==> src/rtl/seq_det_if.sv <==
// seq_det_if: valid/ready serial bit stream between bit source and detector controller
interface seq_det_if;
    logic bit_valid;
    logic bit_in;
    logic bit_ready;
    modport master (output bit_valid, bit_in, input bit_ready);
    modport slave (input bit_valid, bit_in, output bit_ready);
endinterface

==> src/rtl/seq_det_ctrl.sv <==
// seq_det_ctrl: programmable serial pattern detector running one windowed,
// abortable match-counting session per start command.
module seq_det_ctrl #(
    parameter int MAX_LEN = 8,
    parameter int LEN_W = 4,
    parameter int WIN_W = 16,
    parameter int CNT_W = 16
) (
    input  logic               clk,
    input  logic               rst_n,
    input  logic               cfg_we,
    input  logic [MAX_LEN-1:0] cfg_pattern,
    input  logic [LEN_W-1:0]   cfg_len,
    input  logic               cfg_overlap,
    input  logic [WIN_W-1:0]   cfg_window,
    input  logic               start,
    input  logic               abort,
    seq_det_if.slave           bs,
    output logic               busy,
    output logic               done,
    output logic               match_pulse,
    output logic [CNT_W-1:0]   match_count,
    output logic               cfg_err
);
    typedef enum logic [1:0] {S_IDLE, S_RUN, S_FIN} state_t;
    state_t state, state_n;
    logic [MAX_LEN-1:0] pat, hist, hist_n, mask;
    logic [LEN_W-1:0] len, eff_len, fill, fill_n;
    logic ovl, legal, accept, hit;
    logic [WIN_W-1:0] win, bits, bits_n;
    assign busy = state != S_IDLE;
    assign done = state == S_FIN;
    assign bs.bit_ready = state == S_RUN && !abort;
    always_comb begin
        mask = '0;
        for (int i = 0; i < MAX_LEN; i++) mask[i] = i < int'(len);
        // a start in the same cycle as cfg_we is judged against the new length
        eff_len = cfg_we ? cfg_len : len;
        legal = eff_len != '0 && int'(eff_len) <= MAX_LEN;
        accept = state == S_RUN && bs.bit_valid && !abort;
        hist_n = {hist[MAX_LEN-2:0], bs.bit_in};
        fill_n = fill == len ? len : fill + 1'b1;
        bits_n = bits + 1'b1;
        hit = accept && fill_n == len && ((hist_n ^ pat) & mask) == '0;
        state_n = state == S_IDLE ? (start && legal ? S_RUN : S_IDLE) :
                  state == S_RUN  ? (abort || (accept && win != '0 && bits_n == win) ? S_FIN : S_RUN) :
                  S_IDLE;
    end
    always_ff @(posedge clk or negedge rst_n) begin
        if (!rst_n) begin
            state <= S_IDLE;
            pat <= '0;
            len <= '0;
            ovl <= 1'b0;
            win <= '0;
            hist <= '0;
            fill <= '0;
            bits <= '0;
            match_pulse <= 1'b0;
            match_count <= '0;
            cfg_err <= 1'b0;
        end else begin
            state <= state_n;
            match_pulse <= hit;
            if (state == S_IDLE) begin
                if (cfg_we) begin
                    pat <= cfg_pattern;
                    len <= cfg_len;
                    ovl <= cfg_overlap;
                    win <= cfg_window;
                end
                if (start) cfg_err <= !legal;
                else if (cfg_we) cfg_err <= 1'b0;
                if (start && legal) begin
                    match_count <= '0;
                    bits <= '0;
                    hist <= '0;
                    fill <= '0;
                end
            end
            if (accept) begin
                hist <= hist_n;
                bits <= bits_n;
                fill <= hit && !ovl ? '0 : fill_n;
                if (hit && match_count != '1) match_count <= match_count + 1'b1;
            end
        end
    end
endmodule
==> src/flat_wrapper.sv <==
// flat-port wrapper written by rule: the top's interface ports become plain ports
module seq_det_ctrl_flat 
#(
    parameter int MAX_LEN = 8,
    parameter int LEN_W = 4,
    parameter int WIN_W = 16,
    parameter int CNT_W = 16
)
  (clk, rst_n, cfg_we, cfg_pattern, cfg_len, cfg_overlap, cfg_window, start, abort, busy, done, match_pulse, match_count, cfg_err, bs_bit_valid, bs_bit_in, bs_bit_ready);
  seq_det_if bs_i ();
  input  logic clk;
  input  logic rst_n;
  input  logic cfg_we;
  input  logic [MAX_LEN-1:0] cfg_pattern;
  input  logic [LEN_W-1:0] cfg_len;
  input  logic cfg_overlap;
  input  logic [WIN_W-1:0] cfg_window;
  input  logic start;
  input  logic abort;
  output logic busy;
  output logic done;
  output logic match_pulse;
  output logic [CNT_W-1:0] match_count;
  output logic cfg_err;
  input wire logic [$bits(bs_i.bit_valid)-1:0] bs_bit_valid;
  input wire logic [$bits(bs_i.bit_in)-1:0] bs_bit_in;
  output wire logic [$bits(bs_i.bit_ready)-1:0] bs_bit_ready;
  assign bs_i.bit_valid = bs_bit_valid;
  assign bs_i.bit_in = bs_bit_in;
  assign bs_bit_ready = bs_i.bit_ready;
  seq_det_ctrl #(.MAX_LEN(MAX_LEN), .LEN_W(LEN_W), .WIN_W(WIN_W), .CNT_W(CNT_W)) u_core (.clk(clk), .rst_n(rst_n), .cfg_we(cfg_we), .cfg_pattern(cfg_pattern), .cfg_len(cfg_len), .cfg_overlap(cfg_overlap), .cfg_window(cfg_window), .start(start), .abort(abort), .bs(bs_i), .busy(busy), .done(done), .match_pulse(match_pulse), .match_count(match_count), .cfg_err(cfg_err));
endmodule
==> config.mk <==
export PLATFORM = sky130hd
export DESIGN_NAME = seq_det_ctrl_flat
export DESIGN_NICKNAME = d
export VERILOG_FILES = /design/src/rtl/seq_det_if.sv /design/src/rtl/seq_det_ctrl.sv /design/src/flat_wrapper.sv
export SDC_FILE = /design/constraint.sdc
export NUM_CORES = 1
export LEC_CHECK = 0
export CAP_MARGIN = 10
export CORE_ASPECT_RATIO = 0.9
export CORE_MARGIN = 2
export CORE_UTILIZATION = 30
export CTS_BUF_LIST = sky130_fd_sc_hd__clkbuf_8
export CTS_CLUSTER_DIAMETER = 150
export DETAILED_ROUTE_END_ITERATION = 10
export GPL_ROUTABILITY_DRIVEN = 0
export GPL_TIMING_DRIVEN = 0
export SLEW_MARGIN = 20
export SYNTH_ARGS = -nofsm -noshare
export SYNTH_HDL_FRONTEND = slang
export SYNTH_SLANG_ARGS = --single-unit
==> constraint.sdc <==
create_clock -name clk -period 6.5 [get_ports clk]
set_input_delay 0.65 -clock clk [delete_from_list [all_inputs] [get_ports clk]]
set_output_delay 0.65 -clock clk [all_outputs]
set_load 0.01 [all_outputs]
**Word level (Yosys, flattened, before mapping)**

Cells that the tools add are included.
W data, S select, Z words.

- $add $sub $neg: 3
- Order comparisons: 9
- Equality and inequality tests: 6
- Mux-type cells: 22
- Bitwise gates (word level): 2
- Reduce and logical (&&, ||, !) cells: 26

Operators with widths:

| operator | count |
|---|---|
| $mux W16 | 7 |
| $add A16 B1 Y16 const B | 2 |
| $mux W4 | 6 |
| $mux W7 | 3 |
| $eq A16 B16 Y1 | 1 |
| $lt A3 B4 Y1 const A | 4 |
| $ne A16 B16 Y1 const B | 1 |
| $reduce_bool A16 Y1 | 1 |
| $logic_and A1 B1 Y1 | 11 |
| $and A8 B8 Y8 | 1 |
| $eq A4 B4 Y1 | 2 |
| $logic_not A8 Y1 | 1 |
| $lt A1 B4 Y1 const A | 2 |
| $lt A2 B4 Y1 const A | 2 |
| $reduce_bool A2 Y1 | 4 |
| $xor A8 B8 Y8 | 1 |
| $mux W2 | 3 |
| $reduce_and A2 Y1 | 3 |
| $add A4 B1 Y4 const B | 1 |
| $le A4 B4 Y1 const B | 1 |
| $reduce_bool A4 Y1 | 1 |
| $logic_not A1 Y1 | 3 |
| $mux W1 | 3 |
| $eq A2 B1 Y1 const B | 1 |
| 3 further kinds | 3 |

- Bits in registers: 76
- Bits of input ports: 36
- Output and inout bits: 21
- Word-level logic and storage cells: 79

**Logic depth before layout (Yosys ltp)**

Gate-level depths: netlist of run 1.

- Word-level depth: 9
- Depth in mapped cells: 9
- Depth with buffers taken out: 7

**Worst setup path after synthesis of run 1**

OpenSTA, ideal clock, no wires.

- Kind: in2reg
- Start point: in abort
- End point: reg u_core.match_count[10]
- Library setup time: 0.126 ns
- Arrival time: 2.189 ns
- Required time: 6.374 ns
- Setup slack: 4.185 ns
- Stages: 9
- Path buffers: 2
- Path through: nand4bb_1 clkbuf_1 a21o_1 a211oi_1 o211ai_2 inv_2 a21oi_1 buf_2 a221o_1

- Longest elaborated chain between the ends: 7

RTL lines:

| item | line | RTL |
|---|---|---|
| from (decl) | flat_wrapper.sv:19 | `input logic abort;` |
| $logic_not A1 Y1 | seq_det_ctrl.sv:40 | `accept = state == S_RUN && bs.bit_valid && !abort;` |
| $logic_and A1 B1 Y1 | seq_det_ctrl.sv:40 |  |
| $logic_and A1 B1 Y1 (2 in a row) | seq_det_ctrl.sv:44 | `hit = accept && fill_n == len && ((hist_n ^ pat) & mask) == '0;` |
| named net u_core.hit | seq_det_ctrl.sv:29 | `logic ovl, legal, accept, hit;` |
| $logic_and A1 B1 Y1 | seq_det_ctrl.sv:85 | `if (hit && match_count != '1) match_count <= match_count + 1'b1;` |
| $mux W16 | seq_det_ctrl.sv:85 |  |
| $mux W16 | seq_det_ctrl.sv:81 | `if (accept) begin` |
| to (signal assigned) | seq_det_ctrl.sv:85 |  |
| to (decl) | seq_det_ctrl.sv:22 | `output logic [CNT_W-1:0] match_count,` |

The timed path passes the listed nets, and every way through them passes these cells.
A chain may end at the register's enable or synchronous reset.

**Final worst setup path of run 1**

- Start point: in cfg_we
- End point: reg u_core.bits[5]

- Longest elaborated chain between the ends: 6
- Elaborated cells between the ends (all ways): 7
- Classes of those cells: 1 x order compare; 1 x mux; 5 x reduce/logical

RTL lines:

| item | line | RTL |
|---|---|---|
| from (decl) | flat_wrapper.sv:13 | `input logic cfg_we;` |
| $mux W4 (*) | seq_det_ctrl.sv:38 | `eff_len = cfg_we ? cfg_len : len;` |
| $le A4 B4 Y1 / $reduce_bool A4 Y1 (equally long branches) | seq_det_ctrl.sv:39 | `legal = eff_len != '0 && int'(eff_len) <= MAX_LEN;` |
| $logic_and A1 B1 Y1 (*) | seq_det_ctrl.sv:39 |  |
| $logic_and A1 B1 Y1 (*) | seq_det_ctrl.sv:74 | `if (start && legal) begin` |
| $reduce_bool A2 Y1 (no source line) (*) | - |  |
| $reduce_and A2 Y1 (no source line) (*) | - |  |
| to (signal assigned) | seq_det_ctrl.sv:83 | `bits <= bits_n;` |
| to (decl) | seq_det_ctrl.sv:30 | `logic [WIN_W-1:0] win, bits, bits_n;` |

Mark *: on every way between the ends. The rest lies on a longest branch, timed or not.

==> metrics.txt, run 1 <==
crit path capture type=flip-flop; Tmin final=between 3 and 4 ns; Final ANT Viol Nets=0; largest net degree at the start of global routing=55; Post-synth EDFFs=0; Ys Warns=0; synth top area cells=dfrtp_1 (43%), mux2_2 (7.2%), xnor2_1 (5.8%), o21ai_0 (4.2%), nand2_1 (4.2%); Reg area=roughly 1900 um^2; MaxCap Viol Count=0; Post-Syn Area=4384 um^2; cts bufs inserted=9; post-synthesis cell count=~450; sequential share of power=slightly above 40%; post-synth top area cell=dfrtp_1; Clock power frac=between 20 and 25%; Routed WL=between 10000 and 15000 um; Resize count post-CTS=0; P&R area growth vs syn=23.89%; Main synth FF type=dfrtp_1; combinational power share=35.7%; Hold-fix buffers, CTS=0; DPL Wire Length=slightly below 8000 um; RSZ-0062 raised after global routing=no; Inst Count DP=696; crit path max fanout=10; Final Hold Viols=0; vias per cell=between 5 and 6; worst skew pair latency=roughly 0.36 ns; Slew Limit Fails=0; PortBufs=56; vias in the first global route=3678; Setup CP Type=in2reg; CTS H-Tree Depth=3; final setup TNS=0 ns; Hold WC Path Type=in2async; Slew @ Worst Pin=between 0.8 and 0.9 ns; cell leakage power=between 2 and 2.5 nW; Post-Synthesis Mean Instance Area=a little under 10 um^2; CP peak stage delay=just under 0.7 ns; postcts setup bufs=0; Antenna Diode Count=0; Initial Util=30.97%; Final period util=about half; Vias=3671; Slew headroom=between 40% and 50%; P per Cell Area=between 300 and 400 nW/um^2; Pint=~0.0011 W; CP max-delay cell=nor3_1; most used cell along the critical path=nor3_1; CTS tree=built; Sw Pwr=roughly 0.00062 W; CP Launch Type=input port; critical-path cell list=clkdlybuf4s50_1 -> nor4b_1 -> nor3_1 -> nor3_1 -> nor2_1 -> clkbuf_1 -> o21ai_0 -> o41ai_1; footprint of the multi-input gates=about 2300 um^2; CP required=approximately 6.7 ns; gr ovfl total=0; die area=about 16000 um^2; # nets final=553; share of cells above drive strength 1=between 10 and 15%; FMAX=between 300 and 400 MHz; Die Y=118.7 um; number of remaining DRC errors=0; Synthesized Nets=485; FF+latch count, synth=76; global-route wire length before repair=18330 um; final setup fails=0; clk_skew=about 0.013 ns; DRT iter0 DRCs=about 270; Max clock buf depth=2; Worst IR Drop VDD=between 0.00015 and 0.0002 V; setup ws final=3.312 ns; clock root cell=clkbuf_8; FP Rows=41; critical path arrival=roughly 3.4 ns; share of the synthesized area in the top cell type=around 43%; antenna violations before repair=0; Netlist cell types=57; status=completed; Setup WS pre-CTS=2.949 ns; register area share after synthesis=about 43%; fill cell count=around 1400; All-Layer GR Usage=between 10 and 15%; IO Count=between 50 and 60; Post-synth ARST share=100.0%; Pre-antenna DRT Iters=5; Clk pin slew, worst setup/hold paths=0.09 ns; Num Clock Sinks=76; sw frac=a little over a third; wire length per cell=between 15 and 20 um; final std cells w/o fill=~710; die width=131.4 um; Core ar.=approximately 14000 um^2
final cells by class:
type                    count  share of cell area [%]
multi-input cells         332                   42.76
flip-flops and latches     76                   35.01
repair buffers             57                   10.78
well taps                 193                   4.446
clock buffers              12                   3.041
plain buffers              28                   2.258
clock inverters             4                   1.014
inverters                  10                  0.6911
layout by cell type, fill, tap and decap left out, drive strengths merged, types with 10 or more instances in the layout:
cell	n
o21ai	37
xnor2	29
buf	11
dfrtp	76
inv	11
mux2	28
nor2	23
nand3	18
xor2	11
clkdlybuf4s50	55
nand2	49
a21oi	10
nor4	11
clkbuf	31
nor3	14
critical path: cells and delay by family:
kind | cells | cell delay (ns)
compound gates | 2 | 0.38
buf+inv | 2 | 0.87
simple gates | 4 | 1.51
power by group through the flow:
stage / clock network [W] / logic [W] / registers, W
after floorplan: 0 / 0.000455 / 0.000683
after global placement: 0 / 0.000602 / 0.000714
after detailed placement: 0 / 0.000615 / 0.000719
after CTS: 0.000410 / 0.000618 / 0.000711
after global routing: 0.000432 / 0.000680 / 0.000728
final: 0.000399 / 0.000614 / 0.000709
per-layer routing:
metal | part of all wire (%) | GRT usage [%] | vias to the layer above
met5 | 0 | 0 | -
met3 | 4.6 | 3.604 | 14
met2 | 46 | 23.07 | 107
met1 | 48 | 19.00 | 1803
li1 | - | - | 1747
met4 | 1.7 | 5.571 | 0
cell families after synthesis:
kind of cell    Yosys count  synth area share [%]
mux                      32                 8.105
fa+ha+maj                 3                0.8563
flops                    76                 43.38
compound gates           94                 14.67
xor+xnor                 41                 8.504
buf+inv                  38                 3.652
simple gates            162                 20.83
sequential cells by signal (all words and copies together), names as in the netlist:
name	count
u_core.len	4
u_core.match_pulse	1
u_core.win	16
u_core.state	2
u_core.fill	4
u_core.pat	8
u_core.hist	7
u_core.cfg_err	1
u_core.match_count	16
u_core.ovl	1
u_core.bits	16
path summary, 6_finish.rpt:
kind                            cells after the start                endpoint            start  slack (ns)
max in group asynchronous                           2          u_core.bits[0]            rst_n        5.74
worst max-delay path                                8          u_core.bits[5]           cfg_we        3.31
min in group clk                                    1         u_core.bits[15]  u_core.bits[15]        0.53
worst max register to register                      8          u_core.bits[5]    u_core.len[0]        3.55
worst min register to register                      1         u_core.bits[15]  u_core.bits[15]        0.53
worst min-delay path                                1  u_core.match_count[10]            rst_n        0.18
Yosys cell counts (8+ instances only):
| master | number |
|---|---|
| a21oi_1 | 10 |
| a221o_1 | 8 |
| clkbuf_1 | 18 |
| dfrtp_1 | 76 |
| inv_1 | 9 |
| mux2_2 | 28 |
| nand2_1 | 49 |
| nand3_1 | 17 |
| nor2_1 | 23 |
| nor3_1 | 14 |
| nor4_1 | 9 |
| o21ai_0 | 37 |
| xnor2_1 | 29 |
| xor2_1 | 11 |
stage by stage:
stage	utilization, %	instance area [um^2]	hold WS, ns	power (W)
floorplan	-	4384	0.3544	0.001138
global placement	36.63	5186	0.4937	0.001315
detailed placement	36.81	5211	0.5072	0.001334
CTS	38.36	5431	0.1816	0.001739
global route	38.36	5431	0.1809	0.001840
finish	38.36	5431	0.1806	0.001722
Note: power is estimated with default switching activity, not from simulation.
==> run 2: changes to the inputs <==
==> constraint.sdc (replaced) <==
create_clock -name clk -period 2.94 [get_ports clk]
set_input_delay 0.294 -clock clk [delete_from_list [all_inputs] [get_ports clk]]
set_output_delay 0.294 -clock clk [all_outputs]
set_load 0.01 [all_outputs]
==> run 2 against run 1 <==
Compared with the run above:
- sequential share of layout area fell by 0.13 points
- clock skew about the same
- total power increased by 120%
- sequential power up 120%
- core utilization rose by 0.14 points
- register-to-register slack got worse by 3.3 ns
- critical path type is now reg2reg
- cell count rose by 0.14%
- worst setup slack got worse by 3.1 ns
- via count up 0.33%
- design area grew 0.37%
- combinational power grew 120%
- routed wire length rose by 0.67%
==> metrics.txt, run 2 (synthesis gave the netlist of run 1 again) <==
CP required=3.15 ns (-3.57 ns); RSZ-0062 raised after global routing=no; largest net degree at the start of global routing=55 (unchanged); Buf+Inv Stages, Crit Path=1 (-1); All-Layer GR Usage=14.57% (+0.073 points); Final period util=between 90% and 100%; footprint of the multi-input gates=2332 um^2 (+0.43%); die area=15600 um^2 (unchanged); vias in the first global route=3693 (+0.41%); Pint=0.002434 W (+120%); critical path arrival=2.90 ns (-0.51 ns); global-route wire length before repair=18420 um (+0.49%); critical-path cell list=buf_2 -> nand4_4 -> or4_2 -> xnor2_1 -> or3_1 -> a2111oi_4 -> o31ai_1; Tmin final=between 2 and 3 ns; Core ar.=14160 um^2 (unchanged); Sw Pwr=0.001382 W (+120%); Slew headroom=52.66% (+6.8 points); Worst R2R Start=u_core.bits[2]; Reg2Reg Setup Slack=0.26 ns (-3.29 ns); combinational power share=35.7% (about the same); fill cell count=1421 (-0.070%); IO Count=57 (unchanged); Final ANT Viol Nets=0 (unchanged); Setup WS pre-CTS=-0.2551 ns (-3.204 ns); CTS tree=built; Die Y=118.7 um (unchanged); wire length per cell=15.44 um (+0.53%); CP delay by family, top=simple AND/OR/NAND/NOR gates; Clk pin slew, worst setup/hold paths=0.09 ns (about the same); share of cells above drive strength 1=14.81% (+0.36 points); Antenna Diode Count=0 (unchanged); antenna violations before repair=0 (unchanged); FP Rows=41 (unchanged); cells on worst reg2reg path=7 (-1); sequential share of power=41.1% (about the same); P&R area growth vs syn=24.34%; Clock power frac=23.2% (about the same); cts bufs inserted=9 (unchanged); largest registers=u_core.bits (16), u_core.match_count (16), u_core.win (16); DPL Wire Length=7885 um (unchanged); Tot Pwr=0.003817 W (+120%); FF-to-FF End=u_core.state[0]; final setup fails=0 (unchanged); status=completed; number of remaining DRC errors=0 (unchanged); worst hold slack=0.3646 ns (+0.1840 ns); FMAX=roughly 370 MHz; setup ws final=0.2581 ns (-3.054 ns); final std cells w/o fill=713 (+0.14%); Num Clock Sinks=76 (unchanged); crit path capture type=flip-flop; MaxCap Viol Count=0 (unchanged); CTS H-Tree Depth=3 (unchanged); sw frac=36.22% (+0.099 points); # nets final=554 (+0.18%); Setup CP Type=reg2reg; clk_skew=0.01326 ns (-0.00001450 ns); Reg area=1902 um^2 (unchanged); die width=131.4 um (unchanged); most frequent cells in the layout=dfrtp_1 (76), clkdlybuf4s50_1 (55), nand2_1 (49); gr ovfl total=0 (unchanged); Max clock buf depth=2 (unchanged); most common cell after layout, fill and taps aside=dfrtp_1; CP peak stage delay=0.75 ns (+0.07 ns); worst skew pair latency=0.36 ns (about the same); P per Cell Area=700.1 nW/um^2 (+120%); Worst IR Drop VDD=0.0004007 V (+120%); Final Hold Viols=0 (unchanged); Slew Limit Fails=0 (unchanged); Routed WL=11010 um (+0.67%); postcts setup bufs=0 (unchanged); CP max-delay cell=or4_2; cell leakage power=2.153 nW (+0.22%); Vias=3683 (+0.33%); Initial Util=30.97% (unchanged); Slew @ Worst Pin=0.7102 ns (-0.09632 ns); vias per cell=5.165 (+0.19%); clock root cell=clkbuf_8; Pre-antenna DRT Iters=6 (+1); CP Launch Type=flip-flop; Inst Count DP=696 (unchanged); DRT iter0 DRCs=330 (+21%); Hold WC Path Type=in2async; crit path max fanout=10 (unchanged); PortBufs=56 (unchanged)
==> run 2: cell types whose count changed in the layout (fill, tap and decap cells not counted) <==
cell | before | now
nor3_1 | 14 | 12
dlygate4sd3_1 | 0 | 1
nor3_2 | 0 | 2
==> run 2: per-stage QoR <==
| stage | util [%] | cell area [um^2] | setup TNS, ns |
|---|---|---|---|
| floorplan | - | 4384 | 0 |
| global placement | 36.63 | 5186 | -89.72 |
| detailed placement | 36.81 | 5211 | -1.753 |
| CTS | 38.47 | 5446 | 0 |
| global route | 38.50 | 5451 | 0 |
| finish | 38.50 | 5451 | 0 |
==> run 2: metal layers <==
metal  up-vias  routed length (um)  track usage [%]
met5         -                   0                0
met4         0                 191            5.571
met3        16                 603            3.604
met2       111                5072            23.30
met1      1804                5142            19.02
li1       1752                   -                -
==> run 2: area by class of cell <==
type,instances,share of cell area (%)
Multi-Input combinational cell,332,42.78
Buffer,28,2.249
Clock inverter,4,1.010
Sequential cell,76,34.89
Timing Repair Buffer,58,10.92
Tap cell,193,4.430
Inverter,10,0.6885
Clock buffer,12,3.030
==> run 2: worst reg2reg max path: stages, from the launching register on <==
cell       delay (ns)
dfrtp_1          0.32
buf_2            0.22
nand4_4          0.23
or4_2            0.75
xnor2_1          0.17
or3_1            0.40
a2111oi_4        0.33
o31ai_1          0.10
==> run 2: worst max path at each step <==
| stage | to | depth (start not counted) | slack [ns] | from |
|---|---|---|---|---|
| 5_1_grt | u_core.bits[5] | 8 | 0.06 | u_core.len[1] |
| 4_1_cts | u_core.match_count[12] | 8 | 0.19 | u_core.match_count[0] |
| 6_report | u_core.state[0] | 7 | 0.26 | u_core.bits[2] |
| 2_1_floorplan | u_core.state[0] | 7 | 0.63 | u_core.bits[2] |
| 3_3_place_gp | u_core.win[2] | 1 | -1.17 | rst_n |
| 3_5_place_dp | u_core.bits[5] | 8 | -0.26 | cfg_we |
==> run 2: power groups by stage <==
| stage | Clock (W) | Combinational, W | Sequential [W] |
|---|---|---|---|
| final | 0.000886 | 0.00136 | 0.00157 |
| after global routing | 0.000954 | 0.00151 | 0.00161 |
| after CTS | 0.000906 | 0.00137 | 0.00157 |
| after detailed placement | 0 | 0.00136 | 0.00159 |
| after global placement | 0 | 0.00133 | 0.00158 |
| after floorplan | 0 | 0.00101 | 0.00151 |
==> run 2: timing repair <==
action / in CTS / in global routing
pin swaps: 0 / 0
resized for setup: 1 / 1
hold buffers: 1 / 0
setup endpoints to repair: 2 / 5
hold endpoints to repair: 22 / 0
==> run 3: changes to the inputs <==
--- a/config.mk
+++ b/config.mk
@@ -11,6 +11,7 @@
 export CORE_UTILIZATION = 30
 export CTS_BUF_LIST = sky130_fd_sc_hd__clkbuf_8
 export CTS_CLUSTER_DIAMETER = 150
+export CTS_CLUSTER_SIZE = 30
 export DETAILED_ROUTE_END_ITERATION = 10
 export GPL_ROUTABILITY_DRIVEN = 0
 export GPL_TIMING_DRIVEN = 0
==> results of run 3 <==
Same layout as run 2: the final DEF is identical, and so are final timing and power.
